### src/rtl/wb_scoreboard.sv
// wb_scoreboard: write-side scoreboard for the integer register file.
// Tracks in-flight destination registers, stalls issue on RAW/WAW hazards and
// merges the ALU (no backpressure) and LSU (valid/ready) completions onto the
// single register-file write port.
//   clk, rst           clock, asynchronous active-low reset
//   iss_*              issue request from decode; iss_stall blocks it (combinational)
//   a_valid/a_rd/a_data ALU completion, always accepted
//   l_valid/l_ready/l_rd/l_data LSU completion handshake into a small FIFO
//   we3/a3/wd3         register-file write port (registered, 1-cycle latency)
//   busy               in-flight destination vector, bit 0 always 0
//   err_spurious       sticky flag: completion written to a non-busy register
module wb_scoreboard #(
    parameter int XLEN      = 32,
    parameter int LSU_DEPTH = 2
) (
    input  logic            clk,
    input  logic            rst,
    input  logic            iss_valid,
    input  logic [4:0]      iss_rd,
    input  logic [4:0]      iss_rs1,
    input  logic [4:0]      iss_rs2,
    input  logic            iss_wr,
    output logic            iss_stall,
    input  logic            a_valid,
    input  logic [4:0]      a_rd,
    input  logic [XLEN-1:0] a_data,
    input  logic            l_valid,
    output logic            l_ready,
    input  logic [4:0]      l_rd,
    input  logic [XLEN-1:0] l_data,
    output logic            we3,
    output logic [4:0]      a3,
    output logic [XLEN-1:0] wd3,
    output logic [31:0]     busy,
    output logic            err_spurious
);
    localparam int AW = $clog2(LSU_DEPTH);
    localparam logic [AW:0] FULL = (AW+1)'(LSU_DEPTH);

    logic [31:0]      busy_q, busy_d;
    logic             we3_q, we3_d;
    logic [4:0]       a3_q, a3_d;
    logic [XLEN-1:0]  wd3_q, wd3_d;
    logic             err_q, err_d;
    logic [XLEN+4:0]  mem_q [LSU_DEPTH];
    logic [XLEN+4:0]  mem_d [LSU_DEPTH];
    logic [AW-1:0]    rptr_q, rptr_d, wptr_q, wptr_d;
    logic [AW:0]      cnt_q, cnt_d;
    logic             push, pop, sel_v;
    logic [4:0]       sel_rd;
    logic [XLEN-1:0]  sel_data;
    logic [XLEN+4:0]  head;

    assign iss_stall    = iss_valid && (busy_q[iss_rs1] || busy_q[iss_rs2] || (iss_wr && busy_q[iss_rd]));
    assign l_ready      = cnt_q != FULL;
    assign we3          = we3_q;
    assign a3           = a3_q;
    assign wd3          = wd3_q;
    assign busy         = busy_q;
    assign err_spurious = err_q;

    always_comb begin
        push     = l_valid && l_ready;
        // cnt_q is registered, so a fresh push is only visible to the pop side next cycle
        pop      = !a_valid && cnt_q != '0;
        head     = mem_q[rptr_q];
        sel_v    = a_valid || pop;
        sel_rd   = a_valid ? a_rd : head[XLEN+4:XLEN];
        sel_data = a_valid ? a_data : head[XLEN-1:0];
        mem_d    = mem_q;
        if (push) mem_d[wptr_q] = {l_rd, l_data};
        wptr_d   = wptr_q + AW'(push);
        rptr_d   = rptr_q + AW'(pop);
        cnt_d    = cnt_q + (AW+1)'(push) - (AW+1)'(pop);
        // x0 completions take their slot but never reach the write port
        we3_d    = sel_v && sel_rd != 5'd0;
        a3_d     = we3_d ? sel_rd : a3_q;
        wd3_d    = we3_d ? sel_data : wd3_q;
        err_d    = err_q || (we3_d && !busy_q[sel_rd]);
        busy_d   = busy_q;
        // clear lands on the same edge the register file captures wd3
        if (we3_q) busy_d[a3_q] = 1'b0;
        if (iss_valid && !iss_stall && iss_wr) busy_d[iss_rd] = 1'b1;
        busy_d[0] = 1'b0;
    end

    always_ff @(posedge clk or negedge rst) begin
        if (!rst) begin
            busy_q <= '0;
            we3_q  <= 1'b0;
            a3_q   <= '0;
            wd3_q  <= '0;
            err_q  <= 1'b0;
            rptr_q <= '0;
            wptr_q <= '0;
            cnt_q  <= '0;
            for (int i = 0; i < LSU_DEPTH; i++) mem_q[i] <= '0;
        end else begin
            busy_q <= busy_d;
            we3_q  <= we3_d;
            a3_q   <= a3_d;
            wd3_q  <= wd3_d;
            err_q  <= err_d;
            rptr_q <= rptr_d;
            wptr_q <= wptr_d;
            cnt_q  <= cnt_d;
            mem_q  <= mem_d;
        end
    end
endmodule

### config.mk
export PLATFORM = sky130hd
export DESIGN_NAME = wb_scoreboard
export DESIGN_NICKNAME = d
export VERILOG_FILES = /design/src/rtl/wb_scoreboard.sv
export SDC_FILE = /design/constraint.sdc
export NUM_CORES = 1
export LEC_CHECK = 0
export ABC_CLOCK_PERIOD_IN_PS = 9950
export BUFFER_PORTS_ARGS = -buffer_cell sky130_fd_sc_hd__buf_4
export CORE_ASPECT_RATIO = 2
export CORE_UTILIZATION = 40
export CTS_BUF_LIST = sky130_fd_sc_hd__clkbuf_2
export CTS_CLUSTER_DIAMETER = 50
export DETAILED_ROUTE_END_ITERATION = 10
export SETUP_SLACK_MARGIN = 0.02
export SLEW_MARGIN = 15
export SYNTH_ARGS = -nofsm -noshare
export SYNTH_HDL_FRONTEND = slang
export SYNTH_SLANG_ARGS = --single-unit
### constraint.sdc
create_clock -name clk -period 9.95 [get_ports clk]
set_input_delay 2.4875 -clock clk [delete_from_list [all_inputs] [get_ports clk]]
set_output_delay 2.4875 -clock clk [all_outputs]
set_load 0.05 [all_outputs]
==> results of run 1 <==
[worst min-delay path by stage]
| stage | start | to | slack, ps | cells after the start |
|---|---|---|---|---|
| 6_report | wd3[20]$_DFFE_PN0P_ | wd3[20]$_DFFE_PN0P_ | 510 | 2 |
| 3_5_place_dp | wd3[27]$_DFFE_PN0P_ | wd3[27]$_DFFE_PN0P_ | 470 | 2 |
| 5_1_grt | wd3[0]$_DFFE_PN0P_ | wd3[0]$_DFFE_PN0P_ | 540 | 2 |
| 3_3_place_gp | wd3[2]$_DFFE_PN0P_ | wd3[2]$_DFFE_PN0P_ | 460 | 2 |
| 4_1_cts | wd3[27]$_DFFE_PN0P_ | wd3[27]$_DFFE_PN0P_ | 510 | 2 |
| 2_1_floorplan | mem_q[37]$_DFFE_PN0P_ | mem_q[37]$_DFFE_PN0P_ | 480 | 1 |
[cells in the final DEF, fill, tap and decap left out, types with 2 or more instances in the layout]
cell type and count:
clkinvlp_4 5, o22ai_1 8, mux2i_1 66, a21boi_0 2, nand2b_1 4, mux4_2 14, ha_1 2, nand2_1 73
a21oi_1 39, o21ai_0 99, a311o_1 2, nor3_1 2, o21ai_1 2, nand4_1 4, o41ai_1 6, a211oi_1 2
o21a_1 2, ha_2 2, o211a_1 2, buf_4 171, a311oi_1 3, o211ai_1 2, nand3b_1 10, or3_1 3
nor4_1 3, nor2_1 50, and3b_1 3, mux2_2 81, dfrtp_1 147, bufinv_16 2, inv_1 8, clkbuf_2 18
or3b_2 6, clkinv_1 3, xnor2_1 2, clkinv_4 2, and2_1 3, nand3_1 11
[metal layers]
metal	track usage, %	share of wire, %	vias up
li1	-	-	2974
met1	27.8	35	3184
met2	46.9	52	303
met3	6.16	7.0	86
met4	18.9	6.4	0
met5	0	0	-
[cell type report]
type	count	area share (%)
Antenna cell	1	0.0263
Clock buffer	18	0.948
Clock inverter	13	1.43
Inverter	9	0.355
Multi-Input combinational cell	532	41.2
Sequential cell	148	39.0
Tap cell	259	3.41
Timing Repair Buffer	172	13.6
[metrics by stage]
step	util [%]	setup WS, ps	power (mW)
6_report	49.3	2690	3.32
3_5_place_dp	48.1	2730	2.98
5_1_grt	49.3	2540	3.52
4_1_cts	49.3	2730	3.32
2_1_floorplan	-	3060	2.36
3_3_place_gp	48.1	2780	2.96
[logic make-up (layout without fill, tap and decap cells)]
group	count (synthesis)	after routing
fa+ha+maj	4	4
other cells	1	2
xor+xnor	3	3
simple gates	181	181
mux	161	161
compound gates	182	182
buf+inv	55	212
flops	148	148
[worst max-delay path, stage by stage]
cell	delay, ps
buf_4	160
mux4_2	510
mux4_2	450
nand2b_1	160
o311ai_2	190
nand3_4	340
o21a_1	270
buf_4	180
[registers in the layout, indices dropped and copies added, names as in the netlist]
signal,count
cnt_q,2
wd3,32
err_spurious,1
rptr_q,1
wptr_q,1
busy,31
a3,5
we3,1
mem_q,74
[report_power, final]
group	leakage (nW)	switching, mW	internal, mW	total (mW)
Sequential	1.78	0.379	0.892	1.27
Combinational	2.25	1.05	0.666	1.71
Clock	0.124	0.224	0.113	0.337
==> results.cfg, run 1 <==
[cts]
numCtsBuffers = 17
cts.clk_slew.worst_paths_ps = 200
hold_buffers = 0
tritoncts = yes
cts_sinks = 148
cts_setup_buffers = 0
cts.htree.levels = 4
clk_path_buf_depth = 2
cts_resized = 0
worstSkewPairLatency_ps = 730
clockRootBuffer = clkbuf_2

[timing]
hold_violations = 0
finalHoldWorstSlack_ps = 509
drv_slew = 0
finalSetupViolCount = 0
tightest_slew_ps = 1070
finalSetupTns_ps = 0
fmax_mhz = 138
relSlewSlack_pct = 28.9
fin_crit_ps = 7260
rsz0062_at_grt = no
period_share_pct = 73.0
finClkSkew_ps = 37.8

[yosys]
yosys.area.top_type = dfrtp_1
synth_compound_area_share_pct = 13.5
yosys.cell_types.count = 60
synth_flop_cell = dfrtp_1
synth_common_cells = dfrtp_1, o21ai_0, mux2_2
ys_seq_area_share_pct = 47.3
yosysWarnings = 0
synth_top_family_by_area = multiplexers
avgSynthCellArea_um2 = 10.7
synth_fp_nets = 834
netlist.area_leader.share_pct = 47.3
yosys.area_share.adder_pct = 0.639
ys_ff_latch = 148
synthCells = 735
synth-simple-area-share_pct = 11.3
synth_xor_area_share_pct = 0.335
synth-edff-count = 0
syn_area_um2 = 7840
synth_most_common_cell = dfrtp_1
synthMuxAreaShare_pct = 24.1
synth.top_cells.by_area = dfrtp_1, mux2_2, mux2i_1, o21ai_0, mux4_2
synthArstFlopShare_pct = 100

[worst_setup_path]
crit_required_ps = 7460
start_kind = input port
crit_path_end_kind = output port
cp-startpoint = iss_rs2[1]
r2r_cells = 6
rrSetupSlack_ps = 6660
critPathArrivalTime_ps = 4770
r2r_end = busy[21]$_DFF_PN0_
crit_fanout = 17
crit-reg2reg-launch = busy[12]$_DFF_PN0_
path_class = input port to output port
setup.worst_path.end = iss_stall

[global_route]
grt_usage_pct = 26.7
grt_pass1_wl_um = 39000
antenna_found_initial = 1
grt_max_degree = 89
grt_overflow = 0
grt_pass1_vias = 6709

[power_and_ir_drop]
power_leakage_nw = 4.15
ir_drop_mv = 0.192
p_per_area_nw_per_um2 = 349

[final_layout]
fillCellCount = 1900
drive_above_1_share_pct = 35.0
nNetsFinal = 979
multi_input_area_um2 = 3920
fin_cells = 1152
syn2layout_area_growth_pct = 21.3
seq_area_um2 = 3700
final_area_um2 = 9510

[floorplanning]
core_area_um2 = 19300
die_x_um = 101
die_y_um = 200
initial_core_util_pct = 40.6
io_pins = 168
design.die.area_um2 = 20200
placementRows = 72

[routing]
wl_per_cell_um = 22.4
ant_nets = 0
drtIter0Drc = 230
via_count = 6547
drc = 0
wl_um = 25800
drt_pre_antenna_iters = 5
viasPerCell = 5.68

[place]
dp_hpwl_um = 18200
routabilityCongestion = 1.04
place_area_um2 = 9280
port_buffers = 166
numPlacedInstances = 1120

[status]
outcome = complete, no violations

[flow_run]
cap_violations = 0

[worst_hold_path]
hold_class = register to register
(Power assumes the default switching activity.)
==> inputs of run 2 (changes only) <==
ABC_CLOCK_PERIOD_IN_PS = 6300   (was 9950)
clock period = 6.3 ns   (was 9.95 ns; I/O delays follow)
==> results.cfg, run 2 (synthesis results as in run 1) <==
[worst_setup_path]
critPathArrivalTime_ps = 3960
path_cells = buf_4 > or3b_2 > o22ai_1 > nor4_4 > mux2i_1 > and2_1 > o21a_1 > buf_4
r2r_cells = 6
max_stage_delay_ps = 690
rrSetupSlack_ps = 3160
crit_path_end_kind = output port
r2r_end = busy[1]$_DFF_PN0_
start_kind = input port
path_class = input port to output port
crit_fanout = 10
crit_required_ps = 4720
crit-reg2reg-launch = busy[14]$_DFF_PN0_
cp_common_cell = buf_4
cpMaxStageDelayCell = mux2i_1

[floorplanning]
io_pins = 168
design.die.area_um2 = 20200
core_area_um2 = 19300
die_x_um = 101
placementRows = 72
initial_core_util_pct = 40.6
die_y_um = 200

[final_layout]
nNetsFinal = 980
final_common_cell = buf_4
fillCellCount = 1914
syn2layout_area_growth_pct = 21.3
regMostFlops = mem_q
final_area_um2 = 9500
largest_reg_flops = 74
drive_above_1_share_pct = 35.2
layout_common_cells = buf_4, dfrtp_1, o21ai_0, mux2_2, nand2_1

[timing]
finalSetupViolCount = 0
finClkSkew_ps = 44.0
rsz0062_at_grt = no
fin_crit_ps = 5530
finalSetupTns_ps = 0
hold_violations = 0
tightest_slew_ps = 1040
finalHoldWorstSlack_ps = 512
fmax_mhz = 181
relSlewSlack_pct = 30.8
setup_ws_ps = 765
drv_slew = 0
period_share_pct = 87.9

[cts]
cts.htree.levels = 4
hold_buffers = 0
clockRootBuffer = clkbuf_2
worstSkewPairLatency_ps = 720
cts_resized = 0
tritoncts = yes
clk_path_buf_depth = 2
numCtsBuffers = 17
cts_sinks = 148
cts.clk_slew.worst_paths_ps = 210
cts_setup_buffers = 0

[routing]
viasPerCell = 5.69
wl_per_cell_um = 22.2
via_count = 6562
drtIter0Drc = 292
wl_um = 25600
drc = 0
ant_nets = 0
drt_pre_antenna_iters = 5

[place]
routabilityCongestion = 0.987
place_area_um2 = 9290
port_buffers = 166
pre_cts_ws_ps = 825
dp_hpwl_um = 18300

[global_route]
grt_overflow = 0
grt_pass1_vias = 6744
grt_usage_pct = 26.8
antenna_found_initial = 1
grt_max_degree = 73
grt_pass1_wl_um = 39400

[power_and_ir_drop]
ir_drop_mv = 0.282
p_per_area_nw_per_um2 = 549
power_leakage_nw = 4.16
p_total_mw = 5.22

[worst_hold_path]
hold_class = register to register
whs_path_depth = 2
min_to = wd3[23]$_DFFE_PN0P_
hp-start = wd3[23]$_DFFE_PN0P_

[status]
outcome = complete, no violations

[flow_run]
cap_violations = 0
run 2: worst max-delay path by stage:
stage	end	slack [ps]	depth (start not counted)	startpoint
2_1_floorplan	iss_stall	1230	7	iss_rs2[4]
3_3_place_gp	iss_stall	840	8	iss_rd[2]
3_5_place_dp	iss_stall	830	8	iss_rd[2]
4_1_cts	iss_stall	820	8	iss_rd[2]
5_1_grt	iss_stall	710	8	iss_rd[2]
6_report	iss_stall	770	8	iss_rd[2]
run 2: per-layer routing:
layer | vias to the layer above | track usage, % | wire [um]
met5 | - | 0 | 0
met4 | 0 | 19.6 | 1830
met3 | 102 | 7.97 | 1970
met2 | 303 | 46.8 | 13100
met1 | 3187 | 26.6 | 8680
li1 | 2970 | - | -
run 2: stage by stage:
stage	utilization [%]	instances
after global routing	49.3	1154
after global placement	48.2	1121
final	49.3	1154
after CTS	49.3	1153
after detailed placement	48.2	1121
after floorplan	-	735
run 2: cell type report:
type	instances	area, um2	share of cell area, %
Inverter	9	33.8	0.355
Sequential cell	148	3700	39.0
Timing Repair Buffer	173	1300	13.7
Clock inverter	14	126	1.33
Multi-Input combinational cell	532	3920	41.2
Clock buffer	18	90.1	0.948
Tap cell	259	324	3.41
Antenna cell	1	2.50	0.0263
run 2: critical path, delay by kind of cell:
kind / cells / cell delay (ps)
simple gates: 3 / 910
buf+inv: 2 / 330
mux: 1 / 690
compound gates: 2 / 460
run 2: power by group:
group          internal, mW  switching [mW]
Clock                 0.147           0.368
Combinational          1.05            1.65
Sequential             1.41           0.593
Total                  2.61            2.61
